===== src/rtl/imem_pkg.sv =====
// Shared types and constants for the instruction-memory controller.
package imem_pkg;

   typedef enum logic [1:0] {
      IDLE  = 2'd0,
      LOAD  = 2'd1,
      DRAIN = 2'd2,
      RUN   = 2'd3
   } state_t;

   localparam logic [31:0] NOP_INSTR  = 32'h0000_0013;
   localparam int unsigned LOAD_CNT_W = 16;

endpackage


===== src/rtl/imem_ctrl.sv =====
// Sequences program loading and core fetches on a single-port instruction RAM.
// Optional IMEM_CTRL_ALIGN_CHK_EN adds a sticky align_err output for misaligned addresses.
module imem_ctrl
   import imem_pkg::*;
#(
   parameter int unsigned DEPTH         = 256,
   parameter int unsigned AW            = $clog2(DEPTH),
   parameter logic [31:0] default_instr = NOP_INSTR
) (
   input  logic                  clk,
   input  logic                  rst,
   input  logic                  run_go,
   input  logic                  ld_valid,
   output logic                  ld_ready,
   input  logic [31:0]           ld_addr,
   input  logic [31:0]           ld_data,
   input  logic                  ld_last,
   input  logic                  if_req,
   input  logic [31:0]           if_addr,
   output logic                  if_valid,
   output logic [31:0]           if_instr,
   output logic                  cpu_hold,
   output logic [LOAD_CNT_W-1:0] load_cnt,
   output logic                  mem_en,
   output logic                  mem_we,
   output logic [AW-1:0]         mem_addr,
   output logic [31:0]           mem_wdata,
`ifdef IMEM_CTRL_ALIGN_CHK_EN
   output logic                  align_err,
`endif
   input  logic [31:0]           mem_rdata
);

   state_t state, state_nxt;
   logic   beat_acc, fetch_acc, fetch_rd;
   logic   fetch_pend, fetch_rd_q;
   logic   beat_ok, fetch_ok;

`ifdef IMEM_CTRL_ALIGN_CHK_EN
   logic beat_mis, fetch_mis;
   assign beat_mis  = (ld_addr[1:0] != 2'b00);
   assign fetch_mis = (if_addr[1:0] != 2'b00);
   assign beat_ok   = (ld_addr[31:2] < 30'(DEPTH)) && !beat_mis;
   assign fetch_ok  = (if_addr[31:2] < 30'(DEPTH)) && !fetch_mis;
`else
   logic unused_addr_lsb;
   assign unused_addr_lsb = ^{ld_addr[1:0], if_addr[1:0]};
   assign beat_ok         = (ld_addr[31:2] < 30'(DEPTH));
   assign fetch_ok        = (if_addr[31:2] < 30'(DEPTH));
`endif

   always_ff @(posedge clk) begin
      if (rst) state <= IDLE;
      else     state <= state_nxt;
   end

   // Next state, handshake, hold and RAM port drive; everything idles while rst is high.
   always_comb begin
      state_nxt = state;
      ld_ready  = 1'b0;
      cpu_hold  = 1'b1;
      beat_acc  = 1'b0;
      fetch_acc = 1'b0;
      fetch_rd  = 1'b0;
      mem_en    = 1'b0;
      mem_we    = 1'b0;
      mem_addr  = '0;
      mem_wdata = '0;
      if (!rst) begin
         case (state)
            IDLE: begin
               ld_ready = 1'b1;
               if (ld_valid) begin
                  beat_acc  = 1'b1;
                  state_nxt = ld_last ? DRAIN : LOAD;
               end else if (run_go) begin
                  state_nxt = RUN;
               end
            end
            LOAD: begin
               ld_ready = 1'b1;
               if (ld_valid) begin
                  beat_acc = 1'b1;
                  if (ld_last) state_nxt = DRAIN;
               end
            end
            DRAIN: state_nxt = RUN;
            RUN: begin
               cpu_hold = 1'b0;
               if (if_req) begin
                  fetch_acc = 1'b1;
                  if (fetch_ok) begin
                     fetch_rd = 1'b1;
                     mem_en   = 1'b1;
                     mem_addr = if_addr[AW+1:2];
                  end
               end
               if (ld_valid) state_nxt = LOAD;
            end
            default: state_nxt = IDLE;
         endcase
         if (beat_acc && beat_ok) begin
            mem_en    = 1'b1;
            mem_we    = 1'b1;
            mem_addr  = ld_addr[AW+1:2];
            mem_wdata = ld_data;
         end
      end
   end

   // Fetch pipeline flags and saturating beat counter.
   always_ff @(posedge clk) begin
      if (rst) begin
         fetch_pend <= 1'b0;
         fetch_rd_q <= 1'b0;
         load_cnt   <= '0;
      end else begin
         fetch_pend <= fetch_acc;
         fetch_rd_q <= fetch_rd;
         if (beat_acc) begin
            if (state == IDLE)            load_cnt <= LOAD_CNT_W'(1);
            else if (load_cnt != '1)      load_cnt <= load_cnt + LOAD_CNT_W'(1);
         end else if (state == RUN && state_nxt == LOAD) begin
            load_cnt <= '0;
         end
      end
   end

`ifdef IMEM_CTRL_ALIGN_CHK_EN
   always_ff @(posedge clk) begin
      if (rst)                                align_err <= 1'b0;
      else if ((beat_acc && beat_mis) ||
               (fetch_acc && fetch_mis))      align_err <= 1'b1;
   end
`endif

   assign if_valid = fetch_pend && !rst;
   assign if_instr = (if_valid && fetch_rd_q) ? mem_rdata : default_instr;

endmodule


===== config.mk =====
export PLATFORM = sky130hd
export DESIGN_NAME = imem_ctrl
export DESIGN_NICKNAME = d
export VERILOG_FILES = /design/src/rtl/imem_pkg.sv /design/src/rtl/imem_ctrl.sv
export SDC_FILE = /design/constraint.sdc
export NUM_CORES = 1
export LEC_CHECK = 0
export CAP_MARGIN = 30
export CORE_AREA = 2 2 87 89
export DETAILED_ROUTE_END_ITERATION = 7
export DIE_AREA = 0 0 89 91
export PLACE_DENSITY = 0.75
export SETUP_SLACK_MARGIN = 0.5
export SYNTH_ARGS = -nofsm -noshare
export SYNTH_HDL_FRONTEND = slang
export SYNTH_SLANG_ARGS = --single-unit

===== constraint.sdc =====
create_clock -name clk -period 4.4 [get_ports clk]
set_input_delay 0.44 -clock clk [delete_from_list [all_inputs] [get_ports clk]]
set_output_delay 0.44 -clock clk [all_outputs]
set_load 0.01 [all_outputs]

== Word-level counts from Yosys, hierarchy flattened ==
Cells that the tools add are included.

* Bits in registers: 20
* Input bits: 134
* Logic and storage cells: 60

* Add/subtract/negate cells: 1
* Order comparisons: 2
* Eq/ne operators: 6
* Mux-type cells: 36
* Bitwise operators: 1
* Reductions and logical operators: 10

{| class="wikitable"
|+ Operator list
! kind !! number
|-
| $mux W32 || 3
|-
| $mux W16 || 4
|-
| $lt A30 B9 Y1 const B || 2
|-
| $mux W8 || 5
|-
| $add A16 B1 Y16 const B || 1
|-
| $mux W1 || 16
|-
| $ne A16 B16 Y1 const B || 1
|-
| $mux W2 || 7
|-
| $pmux W2 S4 || 1
|-
| $eq A2 B1 Y1 const B || 2
|-
| $eq A2 B2 Y1 const B || 2
|-
| $logic_and A1 B1 Y1 || 4
|-
| $reduce_or A2 Y1 || 2
|-
| $ne A3 B1 Y1 const B || 1
|-
| $logic_not A2 Y1 || 1
|-
| $reduce_and A2 Y1 || 1
|-
| $reduce_bool A2 Y1 || 1
|-
| $logic_not A1 Y1 || 1
|-
| $not A1 Y1 || 1
|}

== Longest topological paths before layout ==
* Word-level depth: 8
* Mapped depth: 7

== Worst setup path after synthesis ==
OpenSTA, ideal clock, no wires.

* Kind: in2out
* Start: input port rst
* End: output port mem_addr[0]
* Arrival time: 1.685 ns
* Path slack: 2.275 ns
* Cell stages on the path: 6
* Cells stage by stage: buf_2 nor2_1 nand4_1 nor2_1 clkbuf_1 a22o_1

* Cells in the longest elaborated chain, start to end: 1

{| class="wikitable"
|+ RTL lines
! what !! RTL line !! source
|-
| start: declaration || imem_ctrl.sv:11 || <nowiki>input logic rst,</nowiki>
|-
| $mux W8 || imem_ctrl.sv:69 || <nowiki>if (!rst) begin</nowiki>
|-
| end: declaration || imem_ctrl.sv:26 || <nowiki>output logic [AW-1:0] mem_addr,</nowiki>
|}

No other way between the ends.

== Worst setup path in the final report ==
* Start: input port rst
* End: output port mem_addr[7]

Same word-level chain as after synthesis.

==> qor.csv <==
stage;metric;value;unit
yosys;Syn Area/Cell;7.39;sq um
grt;initial antenna violation count;5;
grt;Global Route met1 Usage;0.262;
power;Power Density;130;mW/mm^2
floorplanning;total core area;0.00714;sq mm
setup_path;WP data required;3.96;ns
setup_path;FF-to-FF End;load_cnt[8];
min_path;hold wc startpoint;load_cnt[15];
grt;GR Util met3;0.0782;
setup_path;crit-path max FO;11;
floorplanning;Die Area;0.00810;sq mm
floorplanning;starting density of the core;0.237;
yosys;Post-synth EDFFs;0;
grt;grt total ovfl;0;
sta;fraction of the cycle the final worst path needs;0.773;
yosys;Seq/Total Area, Yosys;0.237;
yosys;synth warn;0;
placement;gpl congestion;0.857;
setup_path;worst reg2reg startpoint;load_cnt[0];
grt;first-pass GRT wire length;13.0;mm
power;Final Power;528;uW
setup_path;flop2flop setup slack;2.39;ns
min_path;Hold Crit Class;reg -> reg;
setup_path;CP endpoint kind;primary output;
floorplanning;I/O Pins;227;
grt;vias in the first global route;2449;
floorplanning;# rows;31;
clock_tree;Max clock buf depth;2;
yosys;post-synth net total;364;
yosys;ys async rst share;0;
yosys;synthesized flop and latch total;20;
route;aggregate routed wire length;8.78;mm
clock_tree;CTS Buf Count;3;
yosys;cells after synthesis;229;
sta;final setup violation count;0;
setup_path;CP arrival;2.96;ns
sta;Rel. slew slack;0.527;
clock_tree;Hold-fix buffers, CTS;0;
finish;most frequent cells in the layout;clkdlybuf4s50_1, and2_1, and3_1;
route;vias per cell;4.66;
grt;largest net degree at the start of global routing;32;
finish;proportion of layout cells with a drive suffix above 1;0.0249;
finish;commonest non-fill, non-tap cell in the layout;clkdlybuf4s50_1;
grt;Total Routing Usage GR;0.204;
route;Wirelength per Cell;16.1;um
grt;GRT busiest layer;met2;
sta;Hold Vio Cnt, Final;0;
finish;number of fill cells in the layout;659;
route;DR DRC count;0;
clock_tree;post-cts sizing count;0;
power;Leakage;0.00153;uW
sta;Final Max Tran Viols;0;
setup_path;Setup Crit Path Kind;in -> out;
placement;number of port buffers;222;
floorplanning;Die Span X;89;um
route;vias;2534;
flow_run;max-cap viol count;0;
finish;Final Core Density;0.569;
clock_tree;post-CTS setup buffer count;0;
route;DR pass1 iterations;4;
sta;final period demand of the worst path;3.40;ns
min_path;Hold Path Stages;2;
setup_path;Startpoint Class;input port;
finish;area occupied by registers;400;sq um
clock_tree;CTS tree;yes;
finish;layout net count;578;
yosys;Post-synth top flop;dfxtp_1;
sta;maximum clock frequency;0.294;GHz
power;maximum vdd drop;0.114;mV
clock_tree;Worst-Skew Late Latency;0.27;ns
clock_tree;Worst-path clk slew;0.07;ns
finish;area occupied by multi-input gates;0.00121;sq mm
yosys;Synth Cell Area;0.00169;sq mm
run_status;status;complete, no violations;
setup_path;FF-to-FF path depth;6;
yosys;count of cell types in the netlist;39;
sta;Tightest Pin Transition;0.709;ns
clock_tree;H-tree depth;1;
floorplanning;DIE HEIGHT;91;um
route;post-route ant nets;0;
grt;met2 GRT Util;0.332;
clock_tree;Root Buffer;clkbuf_8;
route;drt initial violations;128;
sta;setup_tns;0;ns
clock_tree;Num Clock Sinks;20;
sta;RSZ-0062 raised after global routing;false;
finish;area delta synth->final;140;%
min_path;hold-critical path endpoint;load_cnt[15];
placement;Final HPWL DP;7.53;mm
sta;Setup Skew;0.0136;ns
[critical path: stages]
cell,delay [ns]
clkdlybuf4s50_1,0.64
nand3b_1,0.31
nor2_1,0.19
nand3_1,0.09
nor2_1,0.46
a22o_1,0.22
clkdlybuf4s50_1,0.60
[report_power, final]
| part | internal, uW | total, uW | switching, uW |
|---|---|---|---|
| clock network | 122 | 187 | 65.9 |
| logic | 114 | 152 | 37.4 |
| registers | 184 | 189 | 5.65 |
[cells by family after synthesis]
kind of cell | synth area share
xor gates and xnor gates | 0.0311
adders and majority gates | 0.00740
buffers and inverters | 0.0503
and+or+nand+nor | 0.521
DFF | 0.237
AOI/OAI and AO/OA | 0.153
[area by class of cell]
type	instances	share of cell area
Clock buffer	3	0.0102
Inverter	2	0.00185
Clock inverter	1	0.00739
Timing Repair Buffer	225	0.552
Tap cell	99	0.0305
Antenna cell	3	0.00185
Sequential cell	20	0.0985
Multi-Input combinational cell	191	0.297
[synthesized netlist by cell type (2+ instances only)]
master | number | area share
and2_1 | 34 | 0.13
and3_1 | 31 | 0.11
dfxtp_1 | 20 | 0.24
nor2_1 | 17 | 0.038
clkbuf_1 | 12 | 0.027
a21oi_1 | 10 | 0.030
nor4_1 | 10 | 0.037
a22o_1 | 9 | 0.047
nand2_1 | 9 | 0.020
nand3_1 | 9 | 0.027
nand4_1 | 7 | 0.026
xnor2_1 | 6 | 0.031
a31oi_1 | 5 | 0.018
nand2b_1 | 5 | 0.018
nor3_1 | 4 | 0.012
and4_1 | 3 | 0.016
nand3b_1 | 3 | 0.013
o21ai_0 | 3 | 0.0089
o311ai_1 | 3 | 0.016
o31ai_1 | 3 | 0.013
or2_1 | 3 | 0.011
a21o_1 | 2 | 0.0089
buf_2 | 2 | 0.0059
buf_6 | 2 | 0.013
inv_1 | 2 | 0.0044
or4_1 | 2 | 0.0089
[per-stage QoR]
stage          std cells  setup WS [ns]  instance area (sq um)  hold slack, ns
2_1_floorplan        229           2.28                   1690           0.504
3_3_place_gp         537           1.04                   3990           0.479
3_5_place_dp         537          0.990                   3990           0.501
4_1_cts              541          0.988                   4060           0.507
5_1_grt              541          0.828                   4060           0.526
6_report             544           1.00                   4060           0.511
[per-layer routing]
metal / up-vias / part of all wire
li1: 1280 / -
met1: 1107 / 0.42
met2: 129 / 0.47
met3: 16 / 0.098
met4: 2 / 0.0089
met5: - / 0.0015
[worst max-delay path by stage]
stage	cells after the start	slack, ns	startpoint	endpoint
after CTS	7	0.99	rst	mem_addr[7]
after global routing	7	0.83	rst	mem_addr[7]
final	7	1.00	rst	mem_addr[7]
after floorplan	6	2.28	rst	mem_addr[0]
after global placement	7	1.04	rst	mem_addr[7]
after detailed placement	7	0.99	rst	mem_addr[7]
[registers in the layout, indices dropped and copies added, names as in the netlist]
signal      cells
load_cnt       16
fetch_pend      1
state           2
fetch_rd_q      1
Note: power is estimated with default switching activity, not from simulation.
